### src/rtl/sevenseg_scan_pwm.sv
// Multi-digit seven-segment scanner with per-digit blanking, PWM brightness and frame strobe.
// Optional anti-ghosting guard interval enabled by defining SEVENSEG_GHOST_GUARD_EN.
module sevenseg_scan_pwm #(
  parameter int unsigned N              = 4,
  parameter int unsigned BRIGHT_W       = 4,
  parameter int unsigned SEG_ACTIVE_LOW = 1,
  parameter int unsigned AN_ACTIVE_LOW  = 1,
  parameter int unsigned GUARD_CYCLES   = 8
) (
  input  logic                clk,
  input  logic                reset_n,
  input  logic                en,
  input  logic [7:0]          digit_values [0:N-1],
  input  logic [N-1:0]        blank,
  input  logic [BRIGHT_W-1:0] brightness,
  output logic [7:0]          seg_out,
  output logic [N-1:0]        an,
  output logic                frame_start
);

  localparam int unsigned          IW       = (N > 1) ? $clog2(N) : 1;
  localparam logic [BRIGHT_W-1:0]  BR_MAX   = '1;
  localparam logic [7:0]           SEG_INV  = (SEG_ACTIVE_LOW != 0) ? 8'hFF : 8'h00;
  localparam logic [N-1:0]         AN_INV   = (AN_ACTIVE_LOW != 0) ? {N{1'b1}} : {N{1'b0}};
  localparam logic [IW-1:0]        LAST_IDX = IW'(N - 1);

  if (GUARD_CYCLES == 0) begin : g_bad_guard
    $error("GUARD_CYCLES must be at least 1");
  end

  logic [IW-1:0]       r_digit_index;
  logic [BRIGHT_W-1:0] r_slot_cnt;
  logic [BRIGHT_W-1:0] r_bright_q;

  logic                w_slot_end;
  logic                w_guard_busy;
  logic [BRIGHT_W-1:0] w_bright_eff;
  logic                w_lit;
  logic [7:0]          w_seg_log;
  logic [N-1:0]        w_an_log;

  // At slot_cnt 0 the value being latched is the one in force for this slot.
  assign w_slot_end   = en && (r_slot_cnt == BR_MAX);
  assign w_bright_eff = (r_slot_cnt == '0) ? brightness : r_bright_q;
  assign w_lit        = !blank[r_digit_index] && !w_guard_busy &&
                        ((w_bright_eff == BR_MAX) || (r_slot_cnt < w_bright_eff));
  assign w_seg_log    = w_lit ? digit_values[r_digit_index] : 8'h00;
  assign w_an_log     = w_lit ? (N'(1) << r_digit_index) : '0;

  // Scan state, brightness latch and registered physical outputs.
  always_ff @(posedge clk or negedge reset_n) begin
    if (!reset_n) begin
      r_digit_index <= '0;
      r_slot_cnt    <= '0;
      r_bright_q    <= '0;
      seg_out       <= SEG_INV;
      an            <= AN_INV;
      frame_start   <= 1'b0;
    end else begin
      if (r_slot_cnt == '0) begin
        r_bright_q <= brightness;
      end
      if (en) begin
        r_slot_cnt <= r_slot_cnt + BRIGHT_W'(1);
        if (r_slot_cnt == BR_MAX) begin
          r_digit_index <= (r_digit_index == LAST_IDX) ? '0 : r_digit_index + IW'(1);
        end
      end
      frame_start <= w_slot_end && (r_digit_index == LAST_IDX);
      seg_out     <= w_seg_log ^ SEG_INV;
      an          <= w_an_log ^ AN_INV;
    end
  end

`ifdef SEVENSEG_GHOST_GUARD_EN
  localparam int unsigned GW = $clog2(GUARD_CYCLES + 1);

  logic [GW-1:0] r_guard;

  // Dark interval after every digit advance so slow anode drivers can settle.
  always_ff @(posedge clk or negedge reset_n) begin
    if (!reset_n) begin
      r_guard <= '0;
    end else if (w_slot_end) begin
      r_guard <= GW'(GUARD_CYCLES);
    end else if (r_guard != '0) begin
      r_guard <= r_guard - GW'(1);
    end
  end

  assign w_guard_busy = (r_guard != '0);
`else
  assign w_guard_busy = 1'b0;
`endif

endmodule

### config.mk
export PLATFORM = sky130hd
export DESIGN_NAME = sevenseg_scan_pwm
export DESIGN_NICKNAME = d
export VERILOG_FILES = /design/src/rtl/sevenseg_scan_pwm.sv
export SDC_FILE = /design/constraint.sdc
export NUM_CORES = 1
export LEC_CHECK = 0
export CORE_MARGIN = 5
export CORE_UTILIZATION = 50
export DETAILED_ROUTE_END_ITERATION = 8
export DONT_BUFFER_PORTS = 1
export GPL_ROUTABILITY_DRIVEN = 0
export PLACE_DENSITY_LB_ADDON = 0.1
export SLEW_MARGIN = 40
export SYNTH_ARGS = -nofsm -noshare
export SYNTH_HDL_FRONTEND = slang
export SYNTH_SLANG_ARGS = --single-unit
### constraint.sdc
create_clock -name clk -period 4.1 [get_ports clk]
set_input_delay 1.025 -clock clk [delete_from_list [all_inputs] [get_ports clk]]
set_output_delay 1.025 -clock clk [all_outputs]
set_load 0.01 [all_outputs]
-- Word-level counts from Yosys, hierarchy flattened
Cells that the tools add are included.
- flip-flop bits (word level): 23
- bits in latches: 0
- bits in writable memories: 0
- bits in read-only memories: 0
- input bits: 43
- output and inout bits: 13
- word-level logic and storage cells: 34
- memories kept: 0
- add/sub/neg operators: 2
- $mul: 0
- divide/modulo/power cells: 0
- magnitude comparators: 3
- eq/ne operators: 3
- shifts and indexed selects: 1
- multiplexer cells: 9
- bitwise gates (word level): 3
- reduce and logical (&&, ||, !) cells: 7
- operators by type and width (operator ; count):
    8-bit 2-to-1 mux ; 3
    8-bit binary-select mux with 2-bit select ; 1
    4-bit == test (second input constant) ; 2
    4-bit 2-to-1 mux ; 2
    8-bit inverter ; 1
    4-bit by 1-bit adder with 4-bit output (second input constant) ; 1
    4-bit logical NOT ; 1
    4-bit < comparator ; 1
    4-bit inverter ; 1
    1-bit by 2-bit << shifter with 4-bit output (first input constant) ; 1
    3-bit >= comparator (second input constant) ; 1
    1-bit logical AND ; 3
    2-bit by 3-bit < comparator with 1-bit output (second input constant) ; 1
    2-bit inverter with 3-bit output ; 1
    2-bit by 1-bit adder with 2-bit output (second input constant) ; 1
    1-bit binary-select mux with 2-bit select ; 1
    2-bit == test (second input constant) ; 1
    2-bit 2-to-1 mux ; 1
    2-bit AND reduction ; 1
    1-bit logical NOT ; 1
    1-bit logical OR ; 1
    1-bit 2-to-1 mux ; 1

-- Logic depth before layout (Yosys ltp)
Gate-level depths: netlist of run 1.
- word-level depth: 7
- mapped depth: 9
- mapped depth without buffers: 8

-- Least setup slack after synthesis of run 1
OpenSTA, ideal clock, no wires.
- path type: input-to-reg
- start: input port brightness[3]
- end: register an[3]
- setup time: 0.096 ns
- arrival time: 2.278 ns
- required time: 4.004 ns
- setup slack: 1.726 ns
- cell stages on the path: 6
- buffers on the path: 1
- cell sequence: mux2i_1 ha_1 a31o_2 clkbuf_1 nor3_1 a22oi_1
- word-level cells in the longest chain between the ends: 6
- elaborated cells on any way between the ends: 7
- classes of those cells: order compare (1); eq/ne (1); mux (2); bitwise (1); reduce/logical (2)
- ends and longest elaborated chain (item ; line ; RTL):
    start, declared ; 15 ; input logic [BRIGHT_W-1:0] brightness,
    4-bit 2-to-1 mux (*) ; n/a ;
    4-bit < comparator or 4-bit == test (tied branches) ; 46 ; ((w_bright_eff == BR_MAX) || (r_slot_cnt < w_bright_eff));
    1-bit logical OR (*) ; 46 ;
    1-bit logical AND (*) ; 45 ; assign w_lit = !blank[r_digit_index] && !w_guard_busy &&
    4-bit 2-to-1 mux (*) ; 48 ; assign w_an_log = w_lit ? (N'(1) << r_digit_index) : '0;
    4-bit inverter (no source line) (*) ; n/a ;
    end signal, assigned ; 71 ; an <= w_an_log ^ AN_INV;
    end, declared ; 17 ; output logic [N-1:0] an,
Mark *: on every way between the ends. The rest lies on a longest branch, timed or not.
A chain may end at the register's enable or synchronous reset.

-- Worst setup path in the final report of run 1
- start: register r_slot_cnt[0]
- end: register an[1]
- word-level cells in the longest chain between the ends: 7
- elaborated cells on any way between the ends: 8
- classes of those cells: order compare (1); eq/ne (1); mux (2); bitwise (1); reduce/logical (3)
- ends and longest elaborated chain (item ; line ; RTL):
    start, declared ; 32 ; logic [BRIGHT_W-1:0] r_slot_cnt;
    start signal, assigned ; 64 ; r_slot_cnt <= r_slot_cnt + BRIGHT_W'(1);
    4-bit logical NOT ; 44 ; assign w_bright_eff = (r_slot_cnt == '0) ? brightness : r_bright_q;
    4-bit 2-to-1 mux ; n/a ;
    4-bit < comparator or 4-bit == test (tied branches) ; 46 ;
    1-bit logical OR (*) ; 46 ;
    1-bit logical AND (*) ; 45 ;
    4-bit 2-to-1 mux (*) ; 48 ;
    4-bit inverter (no source line) (*) ; n/a ;
Marked as above.

==> results of run 1 <==
flip-flops by register name (all words and copies together), names as in the netlist:
register and count:
seg_out 8, an 4, r_bright_q 4, r_slot_cnt 4, r_digit_index 2, frame_start 1
cells by family after synthesis:
logic type                 after synthesis  share of synthesized area
and+or+nand+nor                         36                      0.160
DFF                                     23                      0.410
buffers and inverters                   20                     0.0661
AOI/OAI and AO/OA                       18                     0.0991
muxes                                   14                      0.177
adders and majority gates                8                     0.0696
xor gates and xnor gates                 3                     0.0183
layout by cell type (no fill, tap or decap):
master / n
a21o_1: 1
a22oi_1: 12
a31o_2: 1
clkbuf_4: 3
clkinv_2: 1
dfrtp_1: 11
dfstp_2: 12
ha_1: 8
inv_1: 13
mux2_2: 1
mux2i_1: 4
mux4_2: 9
nand2_1: 3
nand4_1: 2
nor2_1: 5
nor2b_1: 17
nor3_1: 5
nor3b_4: 1
nor4_4: 1
o211ai_1: 1
o21a_1: 1
o21ai_0: 1
o311ai_2: 1
or2_2: 1
or4b_1: 1
xnor2_1: 2
xor2_1: 1
where the power goes:
group,total (W),internal (W),switching (W)
combinational,0.000545,0.000268,0.000277
sequential,0.000463,0.000339,0.000124
clock,0.000106,0.0000365,0.0000696
total,0.00111,0.000643,0.000471
how the worst min path moves through the flow:
| stage | start | endpoint | slack [ns] | cells after the start |
|---|---|---|---|---|
| final | reset_n | r_bright_q[3]$_DFF_PN0_ | 0.38 | 0 |
| after global routing | reset_n | r_bright_q[0]$_DFF_PN0_ | 0.36 | 0 |
| after detailed placement | r_slot_cnt[0]$_DFFE_PN0P_ | r_slot_cnt[0]$_DFFE_PN0P_ | 0.55 | 1 |
| after CTS | reset_n | r_bright_q[0]$_DFF_PN0_ | 0.38 | 0 |
| after global placement | r_slot_cnt[0]$_DFFE_PN0P_ | r_slot_cnt[0]$_DFFE_PN0P_ | 0.55 | 1 |
| after floorplan | r_bright_q[3]$_DFF_PN0_ | r_bright_q[3]$_DFF_PN0_ | 0.52 | 2 |
metal layers:
metal / track usage / up-vias
li1: - / 428
met1: 0.221 / 404
met2: 0.166 / 38
met3: 0.0391 / 2
met4: 0.0468 / 0
met5: 0 / -
through the flow:
stage / worst slack (ns) / power [W] / util / instance area, sq um
2_1_floorplan: 1.73 / 0.000946 / - / 1440
3_3_place_gp: 1.66 / 0.000998 / 0.519 / 1430
3_5_place_dp: 1.61 / 0.00102 / 0.519 / 1430
4_1_cts: 1.59 / 0.00112 / 0.529 / 1460
5_1_grt: 1.38 / 0.00123 / 0.529 / 1460
6_report: 1.56 / 0.00111 / 0.529 / 1460
final cells by class:
class                   instances  area share
clock buffers                   3      0.0154
clock inverters                 1     0.00343
multi-input cells              79       0.516
inverters                      13      0.0334
flip-flops and latches         23       0.405
well taps                      31      0.0266
==> results.md, run 1 <==
* Routed Antenna Nets at 0
* Syn nets at 173
* Yosys top cell by area: dfstp_2
* Share of cells above drive strength 1 at 0.261
* GRT overflow at 0
* Inst Count DP at 146
* Die width at 63.6 um
* Final Routed Wirelength at about 2.6 mm
* First-pass GRT wire length at around 4.4 mm
* Metal3 WL at 214 um
* Critical path startpoint: r_slot_cnt[0]$_DFFE_PN0P_
* Cell Area, Synth at approximately 1400 sq um
* Reg2Reg Setup Slack at 1.56 ns
* Worst Reg-to-Reg Cells at 8
* Class of the worst hold path: input port to asynchronous set/reset pin
* Port bufs at 0
* Post-CTS Repair Setup Buffers at 0
* First-pass DRT Iterations at 4
* Core area at ~2800 sq um
* Fin crit share at 0.619
* Minimum clock period at 2.54 ns
* CP Buf/Inv Count at 1
* Final cell count without fillers at 150
* Max rail drop VDD at between 500 and 600 uV
* CP max stage delay at 0.46 ns
* Synthesis warning total at 0
* Skew-Pair Late Insertion Delay at 0.31 ns
* Final HPWL DP at 2.04 mm
* Area of the multi-input gates at about 750 sq um
* Initial Utilization at 0.522
* Syn avg cell area at 11.8 sq um
* Clk slew on worst S/H paths at 0.13 ns
* DRT iter0 DRCs at 18
* CP cell instances: inv_1, ha_1, nor3b_4, mux2i_1, ha_1, a31o_2, nor3_1, a22oi_1
* DR DRC count at 0
* Critical R2R Launch: r_slot_cnt[0]$_DFFE_PN0P_
* Final hold slack at approximately 0.38 ns
* Crit path capture: an[1]$_DFF_PN1_
* Clock Sinks at 23
* Seq/Total Area, Yosys at 0.410
* Die ar. at between 4000 and 5000 sq um
* Max layer used: met4
* CP top delay family: adder cells
* Synth top area share at 0.219
* TNS Setup at 0 ns
* Fill cells at 239
* DR WL/cell at between 15 and 20 um
* Status: complete, no violations
* Final hold vios at 0
* WP data arrival at approximately 2.8 ns
* DR WL met2 at 1.07 mm
* FF-to-FF End: an[1]$_DFF_PN1_
* Most frequent cell after synthesis: nor2b_1
* Most common flop cell mapped by yosys: dfstp_2
* Nets at 171
* Cell mode on critical path: ha_1
* Static Leakage at 0.576 nW
* Crit path capture type: flip-flop
* Largest net degree at the start of global routing at 24
* Vias per cell at 5.81
* Root buffer cell: clkbuf_4
* Max Clk Rate at 394 MHz
* Vias in the first global route at 908
* #FFs+latches synth at 23
* Slew @ Worst Pin at 0.767 ns
* Post-synthesis cell count at 122
* Slew margin rel. at 0.488
* Clk buf depth at 2
* ANT cells at 0
* CP max stage cell: dfrtp_1
* Routed met1 length at 1.30 mm
* Synth top cells by count: 17 x nor2b_1, 13 x inv_1, 12 x a22oi_1, 12 x dfstp_2, 11 x dfrtp_1
* Crit start category: flip-flop
* # IOs at 56
* Pwr dens at 764 nW/um^2
* Initial antenna violation count at 0
* Crit path depth at 8
* CTS Buf Count at 3
* Critical path class: flip-flop to flip-flop
* H-tree Lvls at 1
* Worst Path Required at 4.31 ns
* # setup viols final at 0
* CP max FO at 12
* Async set-reset flop share out of synthesis at 1.00
* Distinct cells, synth at 30
* Post-synth EDFFs at 0
* Most area-consuming cells after synthesis: dfstp_2 22%, dfrtp_1 19%, mux4_2 14%
* Clock Skew at about 0.0076 ns
* Die H at 63.6 um
* FF/Latch Area at 591 sq um
* GRT Total Usage at 0.136
* TritonCTS clock tree: yes
* Layout area overhead at 1.39%
* Hold-fix buffers at CTS at 0
* RSZ-0062 raised after global routing: no
* Max cap viols at 0
* Row Count at 19
* Post-CTS resize count at 0
* Max-slew violation count at 0
* Via count at 872
No activity file was read; power rests on OpenSTA's default activity.
==> run 2, diff against run 1 <==
==> constraint.sdc (replaced) <==
create_clock -name clk -period 2.3 [get_ports clk]
set_input_delay 0.575 -clock clk [delete_from_list [all_inputs] [get_ports clk]]
set_output_delay 0.575 -clock clk [all_outputs]
set_load 0.01 [all_outputs]
==> run 2 against run 1 <==
  * Clock-buffer cell count did not move
  * Critical endpoint is now seg_out[7]$_DFF_PN1_
  * Combinational power rose by 140%
  * Wire length rose by 9.4%
  * Clock power rose by 76%
  * Die area did not move
==> results.md, run 2 (same netlist as run 1, synthesis figures left out) <==
* Status: complete, no violations
* CP max FO at 6
* Worst Reg-to-Reg Cells at 9
* Nets at 185
* Final Routed Wirelength at roughly 2.8 mm
* DR DRC count at 0
* TNS Setup at 0 ns
* Initial antenna violation count at 0
* Minimum clock period at 2.20 ns
* Commonest non-fill, non-tap cell in the layout: nor2b_1
* Die width at roughly 64 um
* Crit path capture: seg_out[7]$_DFF_PN1_
* Die ar. at just over 4000 sq um
* FF-to-FF End: seg_out[7]$_DFF_PN1_
* Vias per cell at 5.76
* DRT iter0 DRCs at 29
* Port bufs at 0
* Max rail drop VDD at 911 uV
* Skew-Pair Late Insertion Delay at 0.31 ns
* Root buffer cell: clkbuf_4
* # IOs at 56
* Core area at about 2800 sq um
* H-tree Lvls at 1
* Static Leakage at 0.646 nW
* CTS Buf Count at 3
* First-pass GRT wire length at roughly 4.6 mm
* Max-slew violation count at 0
* Fill cells at 245
* Critical R2R Launch: r_slot_cnt[1]$_DFFE_PN0P_
* # setup viols final at 0
* Clock Skew at 0.00165 ns
* Slew @ Worst Pin at a little over 0.6 ns
* Class of the worst hold path: input port to asynchronous set/reset pin
* Clock Sinks at 23
* Fin crit share at 0.958
* Max Clk Rate at 454 MHz
* Crit start category: flip-flop
* GRT Total Usage at 0.142
* Max cap viols at 0
* DR WL/cell at 17.3 um
* Critical path class: flip-flop to flip-flop
* Final HPWL DP at 2.13 mm
* WP data arrival at 2.42 ns
* ANT cells at 0
* Critical path startpoint: r_slot_cnt[1]$_DFFE_PN0P_
* Worst Path Required at 2.51 ns
* Crit path capture type: flip-flop
* Pwr dens at 1410 nW/um^2
* Vias in the first global route at 965
* Switching share of power at 0.406
* Largest register FFs at 8
* Final hold vios at 0
* Initial Utilization at 0.522
* Top reg by flops: seg_out
* Internal power at between 0.001 and 0.0015 W
* TritonCTS clock tree: yes
* Logic gate share of total power at 0.572
* Reg2Reg Setup Slack at 0.1 ns
* Most frequent cells in the layout: 17 x nor2b_1, 13 x buf_4, 12 x inv_1, 12 x dfstp_2
* Layout area overhead at 11.0%
* Row Count at 19
* GRT overflow at 0
* Routed Antenna Nets at 0
* Layout Utilization at 0.579
* P_sw at between 0.0009 and 0.001 W
* RSZ-0062 raised after global routing: yes
* Clock network power share at 0.083
* Largest net degree at the start of global routing at 17
* Sequential Power Share at 0.344
* First-pass DRT Iterations at 4
* Clk slew on worst S/H paths at 0.13 ns
* Share of cells above drive strength 1 at 0.383
* Via count at between 900 and 1000
* Die H at 63.6 um
* Clk buf depth at 2
* Slew margin rel. at 0.591
==> run 2: worst min-delay path by stage <==
stage                 start                      end
CTS                 reset_n          an[3]$_DFF_PN1_
global placement    reset_n  r_bright_q[1]$_DFF_PN0_
global route        reset_n     seg_out[7]$_DFF_PN1_
finish              reset_n          an[3]$_DFF_PN1_
detailed placement  reset_n  r_bright_q[3]$_DFF_PN0_
floorplan           reset_n    frame_start$_DFF_PN0_
==> run 2: metrics by stage <==
stage | setup slack (ns) | area [sq um] | instances | hold slack (ns) | total power (W)
after floorplan | 0.0151 | 1440 | 122 | 0.279 | 0.00170
after global placement | 0.185 | 1500 | 155 | 0.280 | 0.00192
after detailed placement | 0.0980 | 1500 | 155 | 0.280 | 0.00195
after CTS | 0.0744 | 1540 | 160 | 0.0706 | 0.00215
after global routing | -0.00799 | 1600 | 164 | 0.0471 | 0.00248
final | 0.0959 | 1600 | 164 | 0.0855 | 0.00225
==> run 2: worst max-delay path, stage by stage (launching register included) <==
cell and delay, ns:
dfrtp_1 0.41, inv_2 0.06, ha_2 0.17, nor3b_4 0.30
mux2i_2 0.30, ha_2 0.30, o21a_1 0.19, o311ai_2 0.09
buf_4 0.21, a22oi_1 0.08
==> run 2: metal layers <==
| metal | vias to the layer above | wire length (um) | GRT usage | part of all wire |
|---|---|---|---|---|
| li1 | 456 | - | - | - |
| met1 | 433 | 1240 | 0.214 | 0.44 |
| met2 | 53 | 1260 | 0.199 | 0.44 |
| met3 | 2 | 318 | 0.0426 | 0.11 |
| met4 | 0 | 19 | 0.0312 | 0.0067 |
| met5 | - | 0 | 0 | 0 |
==> run 2: final cells by class <==
cell class | count | area, sq um | share of cell area
Clock buffer | 3 | 22.5 | 0.0141
Sequential cell | 23 | 591 | 0.370
Tap cell | 31 | 38.8 | 0.0243
Clock inverter | 1 | 5.00 | 0.00313
Timing Repair Buffer | 14 | 108 | 0.0673
Inverter | 13 | 48.8 | 0.0305
Multi-Input combinational cell | 79 | 785 | 0.491
==> run 2: power by group through the flow <==
stage	Sequential, W	Clock, W	Combinational, W
2_1_floorplan	0.000729	0	0.000970
3_3_place_gp	0.000782	0	0.00114
3_5_place_dp	0.000784	0	0.00117
4_1_cts	0.000777	0.000199	0.00118
5_1_grt	0.000802	0.000217	0.00146
6_report	0.000775	0.000187	0.00129
==> run 2: timing repair <==
item	in CTS	in global routing
buffers inserted	0	3
endpoints found under the hold margin	11	0
resized for setup	0	9
endpoints found under the setup margin	0	12
hold buffers	1	0
==> run 3, diff against run 2 <==
--- a/config.mk
+++ b/config.mk
@@ -11,6 +11,7 @@
 export DONT_BUFFER_PORTS = 1
 export GPL_ROUTABILITY_DRIVEN = 0
 export PLACE_DENSITY_LB_ADDON = 0.1
+export SKIP_LAST_GASP = 1
 export SLEW_MARGIN = 40
 export SYNTH_ARGS = -nofsm -noshare
 export SYNTH_HDL_FRONTEND = slang
==> constraint.sdc (replaced) <==
create_clock -name clk -period 2.3 [get_ports clk]
set_input_delay 0.46 -clock clk [delete_from_list [all_inputs] [get_ports clk]]
set_output_delay 0.46 -clock clk [all_outputs]
set_load 0.01 [all_outputs]
==> run 3 against run 2 <==
  * First-iteration DRC count down 10%
  * Final cell count unchanged
  * Total power up 0.30%
  * Critical path type unchanged
  * Critical endpoint unchanged
  * Largest cell class unchanged
==> results.md, run 3 (same netlist as run 1, synthesis figures left out) <==
* ANT cells at 0
* WP data arrival at 2.41 ns
* Pre-CTS setup slack at 0.0980 ns
* Power Total at 0.00226 W
* Static Leakage at 0.646 nW
* Via count at 950
* Row Count at 19
* CTS Buf Count at 3
* Routed Antenna Nets at 0
* Final hold vios at 0
* Final HPWL DP at 2.13 mm
* Root buffer cell: clkbuf_4
* Crit path capture type: flip-flop
* GRT Total Usage at 0.142
* Nets at 185
* Layout area overhead at 10.7%
* Fin crit share at 0.955
* Pwr dens at roughly 1400 nW/um^2
* Most frequent cells in the layout: 17 x nor2b_1, 13 x buf_4, 12 x inv_1, 12 x dfstp_2
* Max cap viols at 0
* Max-slew violation count at 0
* P_sw at 0.000921 W
* Logic gate share of total power at 0.574
* Status: complete, no violations
* Clock Sinks at 23
* Max rail drop VDD at around 920 uV
* Switching share of power at 0.408
* Clk buf depth at 2
* Internal power at approximately 0.0013 W
* Metal3 WL at between 300 and 400 um
* Clock network power share at 0.083
* Core area at 2760 sq um
* Largest register FFs at 8
* TritonCTS clock tree: yes
* Sequential Power Share at 0.343
* Final WS setup at 0.102 ns
* Routed met1 length at 1.27 mm
* Max layer used: met4
* Die H at 63.6 um
* H-tree Lvls at 1
* Critical R2R Launch: r_slot_cnt[1]$_DFFE_PN0P_
* RSZ-0062 raised after global routing: yes
* Die ar. at ~4000 sq um
* Initial antenna violation count at 0
* Worst Path Required at 2.52 ns
* Reg2Reg Setup Slack at a little over 0.1 ns
* Initial Utilization at 0.522
* Largest net degree at the start of global routing at 24
* DR WL/cell at 17.2 um
* Max Clk Rate at about 460 MHz
* Slew margin rel. at 0.589
* Minimum clock period at 2.20 ns
* Share of cells above drive strength 1 at 0.391
* Port bufs at 0
* Class of the worst hold path: input port to asynchronous set/reset pin
* Vias per cell at approximately 5.8
* Top reg by flops: seg_out
* DR DRC count at 0
* Vias in the first global route at 960
* CP max FO at 6
* Commonest non-fill, non-tap cell in the layout: nor2b_1
* # IOs at 56
* Die width at about 64 um
* Clock Skew at 0.00117 ns
* DRT iter0 DRCs at 26
* GRT overflow at 0
* Worst Reg-to-Reg Cells at 9
* FF-to-FF End: seg_out[7]$_DFF_PN1_
* Final hold slack at 0.0938 ns
* # setup viols final at 0
* Critical path class: flip-flop to flip-flop
* DR WL met2 at 1.23 mm
* Crit start category: flip-flop
* Layout Utilization at 0.578
* First-pass DRT Iterations at 4
* Skew-Pair Late Insertion Delay at 0.31 ns
* Final Routed Wirelength at 2.82 mm
* Clk slew on worst S/H paths at 0.13 ns
* Slew @ Worst Pin at 0.612 ns
* First-pass GRT wire length at roughly 4.6 mm
-- run 3: final cells by class --
cell class,count,area (sq um)
clock inverter,1,5.00
sequential,23,591
multi-input combinational,79,785
clock buffer,3,22.5
timing repair buffer,14,103
tap,31,38.8
inverter,13,48.8
fill,246,1160
-- run 3: what timing repair did --
| action | 4_1_cts | 5_1_grt |
|---|---|---|
| setup buffers | 0 | 3 |
| resized for setup | 0 | 9 |
| endpoints found under the hold margin | 23 | 0 |
| hold buffers | 1 | 0 |
| setup endpoints to repair | 0 | 12 |
-- run 3: worst max-delay path by stage --
stage | start | to | slack, ns
floorplan | r_slot_cnt[0]$_DFFE_PN0P_ | an[3]$_DFF_PN1_ | 0.02
detailed placement | r_slot_cnt[1]$_DFFE_PN0P_ | an[0]$_DFF_PN1_ | 0.1
finish | r_slot_cnt[1]$_DFFE_PN0P_ | seg_out[7]$_DFF_PN1_ | 0.10
CTS | r_slot_cnt[1]$_DFFE_PN0P_ | an[0]$_DFF_PN1_ | 0.07
global route | r_slot_cnt[1]$_DFFE_PN0P_ | seg_out[0]$_DFF_PN1_ | -0.008
global placement | r_slot_cnt[1]$_DFFE_PN0P_ | seg_out[7]$_DFF_PN1_ | 0.19
-- run 3: critical path: stages (launching register included) --
cell,delay (ns)
dfrtp_1,0.41
inv_2,0.06
ha_2,0.17
nor3b_4,0.30
mux2i_2,0.30
ha_2,0.30
o21a_1,0.19
o311ai_2,0.08
buf_4,0.21
a22oi_1,0.08
-- run 3: power groups by stage --
stage                     Clock (W)  Combinational [W]  Sequential [W]
after floorplan                   0           0.000970        0.000729
after global placement            0            0.00114        0.000782
after detailed placement          0            0.00117        0.000784
after CTS                  0.000199            0.00118        0.000777
after global routing       0.000217            0.00146        0.000802
final                      0.000188            0.00129        0.000774
-- run 3: layer usage --
metal,GRT usage,vias to the layer above
li1,-,457
met1,0.218,435
met2,0.194,56
met3,0.0409,2
met4,0.0312,0
met5,0,-
-- run 3: metrics by stage --
step                      setup TNS, ns  cells  instance area (sq um)
after floorplan                       0    122                   1440
after global placement                0    155                   1500
after detailed placement              0    155                   1500
after CTS                             0    160                   1540
after global routing            -0.0177    164                   1590
final                                 0    164                   1590
